File: src/rtl/fcvt_itof.sv
// fcvt_itof: 3-stage pipelined int32/uint32 -> IEEE-754 float32 converter (fcvt.s.w / fcvt.s.wu).
// Optional build macro FCVT_ITOF_RM_EN adds a per-operation rounding-mode input in_rm.
module fcvt_itof #(
  parameter int TAG_W = 5
) (
  input  logic             clk,
  input  logic             rstn,
  input  logic             in_valid,
  output logic             in_ready,
  input  logic [31:0]      in_data,
  input  logic             in_unsigned,
`ifdef FCVT_ITOF_RM_EN
  input  logic [2:0]       in_rm,
`endif
  input  logic [TAG_W-1:0] in_tag,
  output logic             out_valid,
  input  logic             out_ready,
  output logic [31:0]      out_data,
  output logic             out_inexact,
  output logic [TAG_W-1:0] out_tag
);

`ifdef FCVT_ITOF_RM_EN
  typedef enum logic [2:0] {
    RM_RNE = 3'b000,
    RM_RTZ = 3'b001,
    RM_RDN = 3'b010,
    RM_RUP = 3'b011,
    RM_RMM = 3'b100
  } rm_e;
`endif

  // Stage valid bits and stall enables
  logic v1_q, v2_q, v3_q;
  logic v1_d, v2_d, v3_d;
  logic en1, en2, en3;

  // S1 payload: sign and magnitude
  logic             sign1_d, sign1_q;
  logic [31:0]      mag1_d,  mag1_q;
  logic [TAG_W-1:0] tag1_q;

  // S2 payload: normalised magnitude (implicit leading one dropped)
  logic [31:0]      norm_full;
  logic [5:0]       lz2_d,   lz2_q;
  logic [30:0]      norm2_d, norm2_q;
  logic             zero2_d, zero2_q;
  logic             sign2_q;
  logic [TAG_W-1:0] tag2_q;

`ifdef FCVT_ITOF_RM_EN
  logic [2:0]       rm1_q, rm2_q;
`endif

  // S3 payload: packed result, drives the outputs directly
  logic [22:0]      mant;
  logic             guard, sticky, rnd_up;
  logic [23:0]      mant_rnd;
  logic [7:0]       exp_s3;
  logic [31:0]      data3_d, data3_q;
  logic             nx3_d,   nx3_q;
  logic [TAG_W-1:0] tag3_q;

  // Enables chain back from the output so bubbles collapse and a full
  // pipeline still moves one result per cycle when out_ready is high.
  assign en3      = ~v3_q | out_ready;
  assign en2      = ~v2_q | en3;
  assign en1      = ~v1_q | en2;
  assign in_ready = en1;

  assign v1_d = en1 ? in_valid : v1_q;
  assign v2_d = en2 ? v1_q     : v2_q;
  assign v3_d = en3 ? v2_q     : v3_q;

  // S1: two's-complement magnitude; -2^31 maps to 0x80000000 unsigned.
  assign sign1_d = ~in_unsigned & in_data[31];
  assign mag1_d  = sign1_d ? (~in_data + 32'd1) : in_data;

  // S2: leading-zero count and normalisation
  always_comb begin
    // NOTE: every always_comb output gets a default first so no path can infer a latch.
    lz2_d = 6'd32;
    for (int i = 0; i < 32; i++) begin
      if (mag1_q[i]) lz2_d = 6'(31 - i);
    end
    norm_full = mag1_q << lz2_d;
    norm2_d   = norm_full[30:0];
    zero2_d   = ~norm_full[31];
  end

  // S3: rounding and packing
  always_comb begin
    mant   = norm2_q[30:8];
    guard  = norm2_q[7];
    sticky = |norm2_q[6:0];
    rnd_up = guard & (sticky | mant[0]);
`ifdef FCVT_ITOF_RM_EN
    case (rm2_q)
      RM_RTZ:  rnd_up = 1'b0;
      RM_RDN:  rnd_up = sign2_q & (guard | sticky);
      RM_RUP:  rnd_up = ~sign2_q & (guard | sticky);
      RM_RMM:  rnd_up = guard;
      default: rnd_up = guard & (sticky | mant[0]);
    endcase
`endif
    // A carry out of the mantissa leaves mant_rnd[22:0] zero and bumps the exponent.
    mant_rnd = {1'b0, mant} + {23'd0, rnd_up};
    exp_s3   = 8'd158 - {2'b00, lz2_q} + {7'd0, mant_rnd[23]};
    if (zero2_q) begin
      data3_d = 32'd0;
      nx3_d   = 1'b0;
    end else begin
      data3_d = {sign2_q, exp_s3, mant_rnd[22:0]};
      nx3_d   = guard | sticky;
    end
  end

  // Control state and the output stage carry a reset; reset wins over any transfer.
  always_ff @(posedge clk) begin
    // NOTE: clocked state uses non-blocking assignments so every stage sees pre-edge values.
    if (!rstn) begin
      v1_q    <= 1'b0;
      v2_q    <= 1'b0;
      v3_q    <= 1'b0;
      data3_q <= 32'd0;
      nx3_q   <= 1'b0;
      tag3_q  <= '0;
    end else begin
      v1_q <= v1_d;
      v2_q <= v2_d;
      v3_q <= v3_d;
      if (en3 && v2_q) begin
        data3_q <= data3_d;
        nx3_q   <= nx3_d;
        tag3_q  <= tag2_q;
      end
    end
  end

  // NOTE: S1/S2 payload registers have no reset; their valid bits already
  // qualify them, so resetting the datapath would only cost reset routing.
  always_ff @(posedge clk) begin
    if (en1 && in_valid) begin
      sign1_q <= sign1_d;
      mag1_q  <= mag1_d;
      tag1_q  <= in_tag;
`ifdef FCVT_ITOF_RM_EN
      rm1_q   <= in_rm;
`endif
    end
    if (en2 && v1_q) begin
      lz2_q   <= lz2_d;
      norm2_q <= norm2_d;
      zero2_q <= zero2_d;
      sign2_q <= sign1_q;
      tag2_q  <= tag1_q;
`ifdef FCVT_ITOF_RM_EN
      rm2_q   <= rm1_q;
`endif
    end
  end

  assign out_valid   = v3_q;
  assign out_data    = data3_q;
  assign out_inexact = nx3_q;
  assign out_tag     = tag3_q;

endmodule

File: config.mk
export PLATFORM = sky130hd
export DESIGN_NAME = fcvt_itof
export DESIGN_NICKNAME = d
export VERILOG_FILES = /design/src/rtl/fcvt_itof.sv
export SDC_FILE = /design/constraint.sdc
export NUM_CORES = 1
export LEC_CHECK = 0
export ABC_CLOCK_PERIOD_IN_PS = 10700
export CAP_MARGIN = 20
export CORE_MARGIN = 3
export CORE_UTILIZATION = 50
export CTS_CLUSTER_DIAMETER = 80
export CTS_CLUSTER_SIZE = 16
export DETAILED_ROUTE_END_ITERATION = 10
export MAX_ROUTING_LAYER = met4
export PLACE_DENSITY = 0.73
export RECOVER_POWER = 50
export SLEW_MARGIN = 15
export SYNTH_ARGS = -nofsm -noshare
export SYNTH_HDL_FRONTEND = slang
export SYNTH_SLANG_ARGS = --single-unit
File: constraint.sdc
create_clock -name clk -period 10.7 [get_ports clk]
set_input_delay 1.07 -clock clk [delete_from_list [all_inputs] [get_ports clk]]
set_output_delay 1.07 -clock clk [all_outputs]
set_load 0.1 [all_outputs]
# ---- Yosys cells after proc, flatten, opt, wreduce, memory -nomap -nowiden
# Cells that the tools add are included.
dict set report classes {
  bitwise_logic 13
  add_sub_neg 4
  n_mux 35
  n_shift 1
  reduce_logical 4
}
# operator count
set ops {}
lappend ops {{2-to-1 mux 6 bit} 32}
lappend ops {{2-to-1 mux 32 bit} 2}
lappend ops {{adder 32 x 1 -> 32 bit, second input constant} 1}
lappend ops {{inverter 32 bit} 1}
lappend ops {{left shift 32 x 6 -> 32 bit} 1}
lappend ops {{adder 23 x 1 -> 24 bit} 1}
lappend ops {{adder 8 x 1 -> 8 bit} 1}
lappend ops {{subtractor 8 x 6 -> 8 bit, first input constant} 1}
lappend ops {{OR reduction 7 bit} 1}
lappend ops {{inverter 1 bit} 5}
lappend ops {{bitwise OR 1 bit} 5}
lappend ops {{logical AND 1 bit} 3}
lappend ops {{AND 1 bit} 2}
lappend ops {{2-to-1 mux 1 bit} 1}
dict set report totals {
  register_bits 123
  out_inout_bits 40
  in_bits 42
}

# ---- Depth between registers and ports, before layout
dict set report logic_depth {
  word_depth 34
  mapped_depth 15
  mapped_depth_nobuf 15
}

# ---- Least setup slack after synthesis
# Ideal clock, no wire load.
dict set report synth_timing {
  path_type {input -> register}
  startpoint {in out_ready}
  endpoint {reg lz2_q[0] (enable)}
  stages 2
  t_arrival_ns 4.392
  slack_ns 5.795
  path_buffers 0
  path_cell_list {nor2b_1 -> a21boi_0}
}
dict set report synth_between {
  elab_chain_cells 3
}
# element line_no
set synth_rtl {}
lappend synth_rtl {{start, declared} 17} ;# input logic out_ready,
lappend synth_rtl {{bitwise OR 1 bit} 66} ;# assign en3 = ~v3_q | out_ready;
lappend synth_rtl {{bitwise OR 1 bit} 67} ;# assign en2 = ~v2_q | en3;
lappend synth_rtl {{logical AND 1 bit} 151} ;# if (en2 && v1_q) begin
lappend synth_rtl {{end signal, assigned} 152} ;# lz2_q <= lz2_d;
lappend synth_rtl {{end, declared} 45} ;# logic [5:0] lz2_d, lz2_q;
# No other way between the ends.
# A chain may end at the register's enable or synchronous reset.

# ---- Worst setup path after layout
dict set report layout_timing {
  startpoint {reg mag1_q[2]}
  endpoint {reg norm2_q[27], data pin}
}
dict set report layout_between {
  elab_chain_cells 31
}
# element line_no
set layout_rtl {}
lappend layout_rtl {{start, declared} 40} ;# logic [31:0] mag1_d, mag1_q;
lappend layout_rtl {{start signal, assigned} 145} ;# mag1_q <= mag1_d;
lappend layout_rtl {{2-to-1 mux 6 bit (30 in a row)} 84} ;# if (mag1_q[i]) lz2_d = 6'(31 - i);
lappend layout_rtl {{left shift 32 x 6 -> 32 bit (*)} 86} ;# norm_full = mag1_q << lz2_d;
lappend layout_rtl {{end signal, assigned} 153} ;# norm2_q <= norm2_d;
lappend layout_rtl {{end, declared} 46} ;# logic [30:0] norm2_d, norm2_q;
# Mark *: on every way between the ends. The rest lies on a longest branch, timed or not.

==> impl_metrics.ini <==
[sta]
max_slew_margin_pct = -49.7
period_needed_ns = 4.68
clock.fmax_mhz = 214
finalClockSkew_ns = 0.0107
final_hold_viol_count = 0
tightest_slew_ns = 2.25
report.final.slew_viol_count = 112
totalNegativeSetupSlack_ns = 0
setup_viol_count_final = 0
fin_crit_sh_pct = 43.7
rsz0062_at_grt = no

[critical_path]
r2r_start = mag1_q[2]
end_kind = flip-flop
r2r_end = norm2_q[27]
startpoint = mag1_q[2]
crit_end = norm2_q[27]
rrSetupSlack_ns = 6.02
crit_type = reg2reg
critPathLaunchType = flip-flop
worstRegToRegCells = 9
arrival_ns = 4.80
required_ns = 10.82
path_max_fanout = 37

[placement]
place.gp.congestion = 0.995
dp_hpwl_mm = 11.9
dp.cells = 898
io_buffers = 81

[grt]
grt_util_all_layers_pct = 21.4
grt_max_degree = 49
overflow = 0
antenna_found_initial = 0
grt_pass1_wl_mm = 24.6
grt_pass1_vias = 5102

[synth]
synth_compound_area_share_pct = 13.4
synth_top_family_by_area = simple AND/OR/NAND/NOR gates
yosys_warnings = 0
synth_xor_area_share_pct = 6.86
synth_async_sr_flop_share_pct = 0
ys_seq_area_share_pct = 47.6
yosys.area_share.simple_pct = 16.2
synth_flop_cell = edfxtp_1
avgSynthCellArea_um2 = 10.3
synth_area_um2 = 6890
synth.area.mux_share_pct = 11.4
syn_nets = 713
synth_edf_count = 82
synth_cells = 666
synth_fa_ha_area_share_pct = 0.908
ys_ff_latch = 123
synth.distinct_cells = 59

[clock_tree]
cts_setup_buffers = 0
cts_tree = yes
worstSkewPairLatency_ns = 0.41
root_buffer = clkbuf_16
cts.repair.resized = 0
clk_path_buf_depth = 2
htree_levels = 4
clk_pin_slew_worst_paths_ns = 0.06
postCtsHoldBufs = 0
cts_buffers = 17
cts_sinks = 123

[finish]
nets = 790
fin_util_pct = 62.9
drive_above_1_share_pct = 5.69
area_delta_synth_final_pct = 21.9
final_cells = 932
antenna_cells_inserted = 0

[drt]
wl_per_cell_um = 16.7
ant_nets = 0
vias_per_cell = 5.66
dr.pass1.iters = 5
drt-total-wl_mm = 15.6
drt_iter0_markers = 296
vias = 5275
drc = 0

[power_and_ir_drop]
fin_total_pwr_mw = 1.41
ir_drop_mv = 0.117
power_leakage_nw = 3.02
powerDensity_nw_per_um2 = 167

[status]
failed_checks = capacitance limit, slew limit
outcome = finished, violations left

[floorplanning]
start_util_pct = 51.6
core-area_um2 = 13300
dieHeight_um = 123
die_x_um = 123
rows = 42
die_area_um2 = 15200
io_pins = 82

[hold_path]
hold_class = reg2reg

[run]
drv_cap = 3
-- critical path, stage by stage (launching register included) --
cell and delay, ns:
edfxtp_1 0.43, o311a_1 0.38, o41ai_1 0.37, nand3_1 0.19
a31oi_4 0.18, clkbuf_1 1.51, mux2i_1 0.58, a31oi_1 0.49
nand2_1 0.08, a21boi_0 0.15
-- cells in the final DEF (no fill, tap or decap), drive strengths merged, types with 6 or more instances in the layout --
| master | instances |
|---|---|
| nand3 | 20 |
| a21boi | 7 |
| nor4 | 9 |
| nor2 | 55 |
| a22oi | 26 |
| clkdlybuf4s50 | 71 |
| o211ai | 7 |
| a21oi | 37 |
| edfxtp | 82 |
| xor2 | 21 |
| nor2b | 43 |
| xnor2 | 33 |
| mux2i | 73 |
| and2 | 6 |
| dfxtp | 41 |
| nor3 | 17 |
| or4 | 6 |
| a31oi | 6 |
| dlygate4sd3 | 10 |
| nand2 | 35 |
| nand2b | 6 |
| o22ai | 7 |
| inv | 26 |
| clkbuf | 23 |
| o21ai | 14 |
-- sequential cells by signal, summed over array words and instances, names as in the netlist --
signal,flops
out_valid,1
norm2_q,31
mag1_q,32
sign2_q,1
v2_q,1
out_inexact,1
tag1_q,5
zero2_q,1
v1_q,1
tag2_q,5
sign1_q,1
out_tag,5
out_data,32
lz2_q,6
-- layer usage --
layer | part of all wire, % | vias to the layer above | global-route usage (%)
li1 | - | 2630 | -
met1 | 43 | 2497 | 24.7
met2 | 50 | 123 | 36.7
met3 | 3.7 | 25 | 4.16
met4 | 2.8 | 0 | 8.17
met5 | 0 | - | -
-- area by class of cell --
type | count | area, µm²
Clock inverter | 15 | 163
Clock buffer | 17 | 425
Sequential cell | 123 | 3280
Timing Repair Buffer | 88 | 841
Fill cell | 1125 | 4950
Tap cell | 176 | 220
Inverter | 21 | 78.8
Multi-Input combinational cell | 492 | 3390
-- power breakdown --
part           switching [mW]  internal, mW
combinational           0.152         0.106
sequential             0.0301         0.553
clock                   0.218         0.346
-- metrics by stage --
step	hold slack, ns	instance area [µm²]	setup WS, ns
floorplan	0.400	6890	5.79
global placement	0.401	7840	6.55
detailed placement	0.405	7840	6.52
CTS	0.419	8420	6.50
global route	0.428	8400	5.77
finish	0.417	8400	6.02
-- synth_stat cells, types with 3 or more instances --
cell type / count / area (µm²)
nor3b_1: 4 / 30.0
a21oi_1: 36 / 180
buf_6: 5 / 56.3
nor2_1: 55 / 206
clkbuf_1: 18 / 67.6
nand2_1: 35 / 131
buf_2: 3 / 15.0
nor3_1: 17 / 85.1
xor2_1: 21 / 184
nand3_1: 20 / 100
or4_1: 6 / 45.0
mux2_2: 5 / 56.3
a22oi_1: 26 / 195
nand4_1: 5 / 31.3
ha_1: 5 / 62.6
o21ai_0: 12 / 60.1
inv_1: 20 / 75.1
nand2b_1: 6 / 37.5
o22ai_1: 7 / 43.8
dfxtp_1: 41 / 821
a31oi_1: 6 / 37.5
edfxtp_1: 82 / 2460
and2_1: 6 / 37.5
a211o_1: 4 / 35.0
o21a_1: 3 / 22.5
xnor2_1: 33 / 289
or3_1: 5 / 31.3
a21boi_0: 5 / 37.5
o41ai_1: 5 / 43.8
nor2b_1: 43 / 269
nor4_1: 9 / 56.3
o31ai_1: 4 / 30.0
mux2i_1: 73 / 731
o211ai_1: 7 / 52.6
-- cells by family (layout without fill, tap and decap cells) --
kind of cell,after synthesis,in the layout
compound gates,137,137
xor+xnor,54,54
fa+ha+maj,5,5
buf+inv,51,141
flops,123,123
mux,78,78
simple gates,218,218
-- how the worst min path moves through the flow --
stage / depth (start not counted) / start / endpoint / slack [ns]
final: 0 / tag1_q[3] / tag2_q[3] / 0.42
after global routing: 0 / tag1_q[0] / tag2_q[0] / 0.43
after CTS: 0 / tag1_q[3] / tag2_q[3] / 0.42
after detailed placement: 0 / tag1_q[3] / tag2_q[3] / 0.40
after global placement: 0 / tag1_q[4] / tag2_q[4] / 0.40
after floorplan: 0 / sign1_q / sign2_q / 0.40
Power figures use the tool's default switching activity.
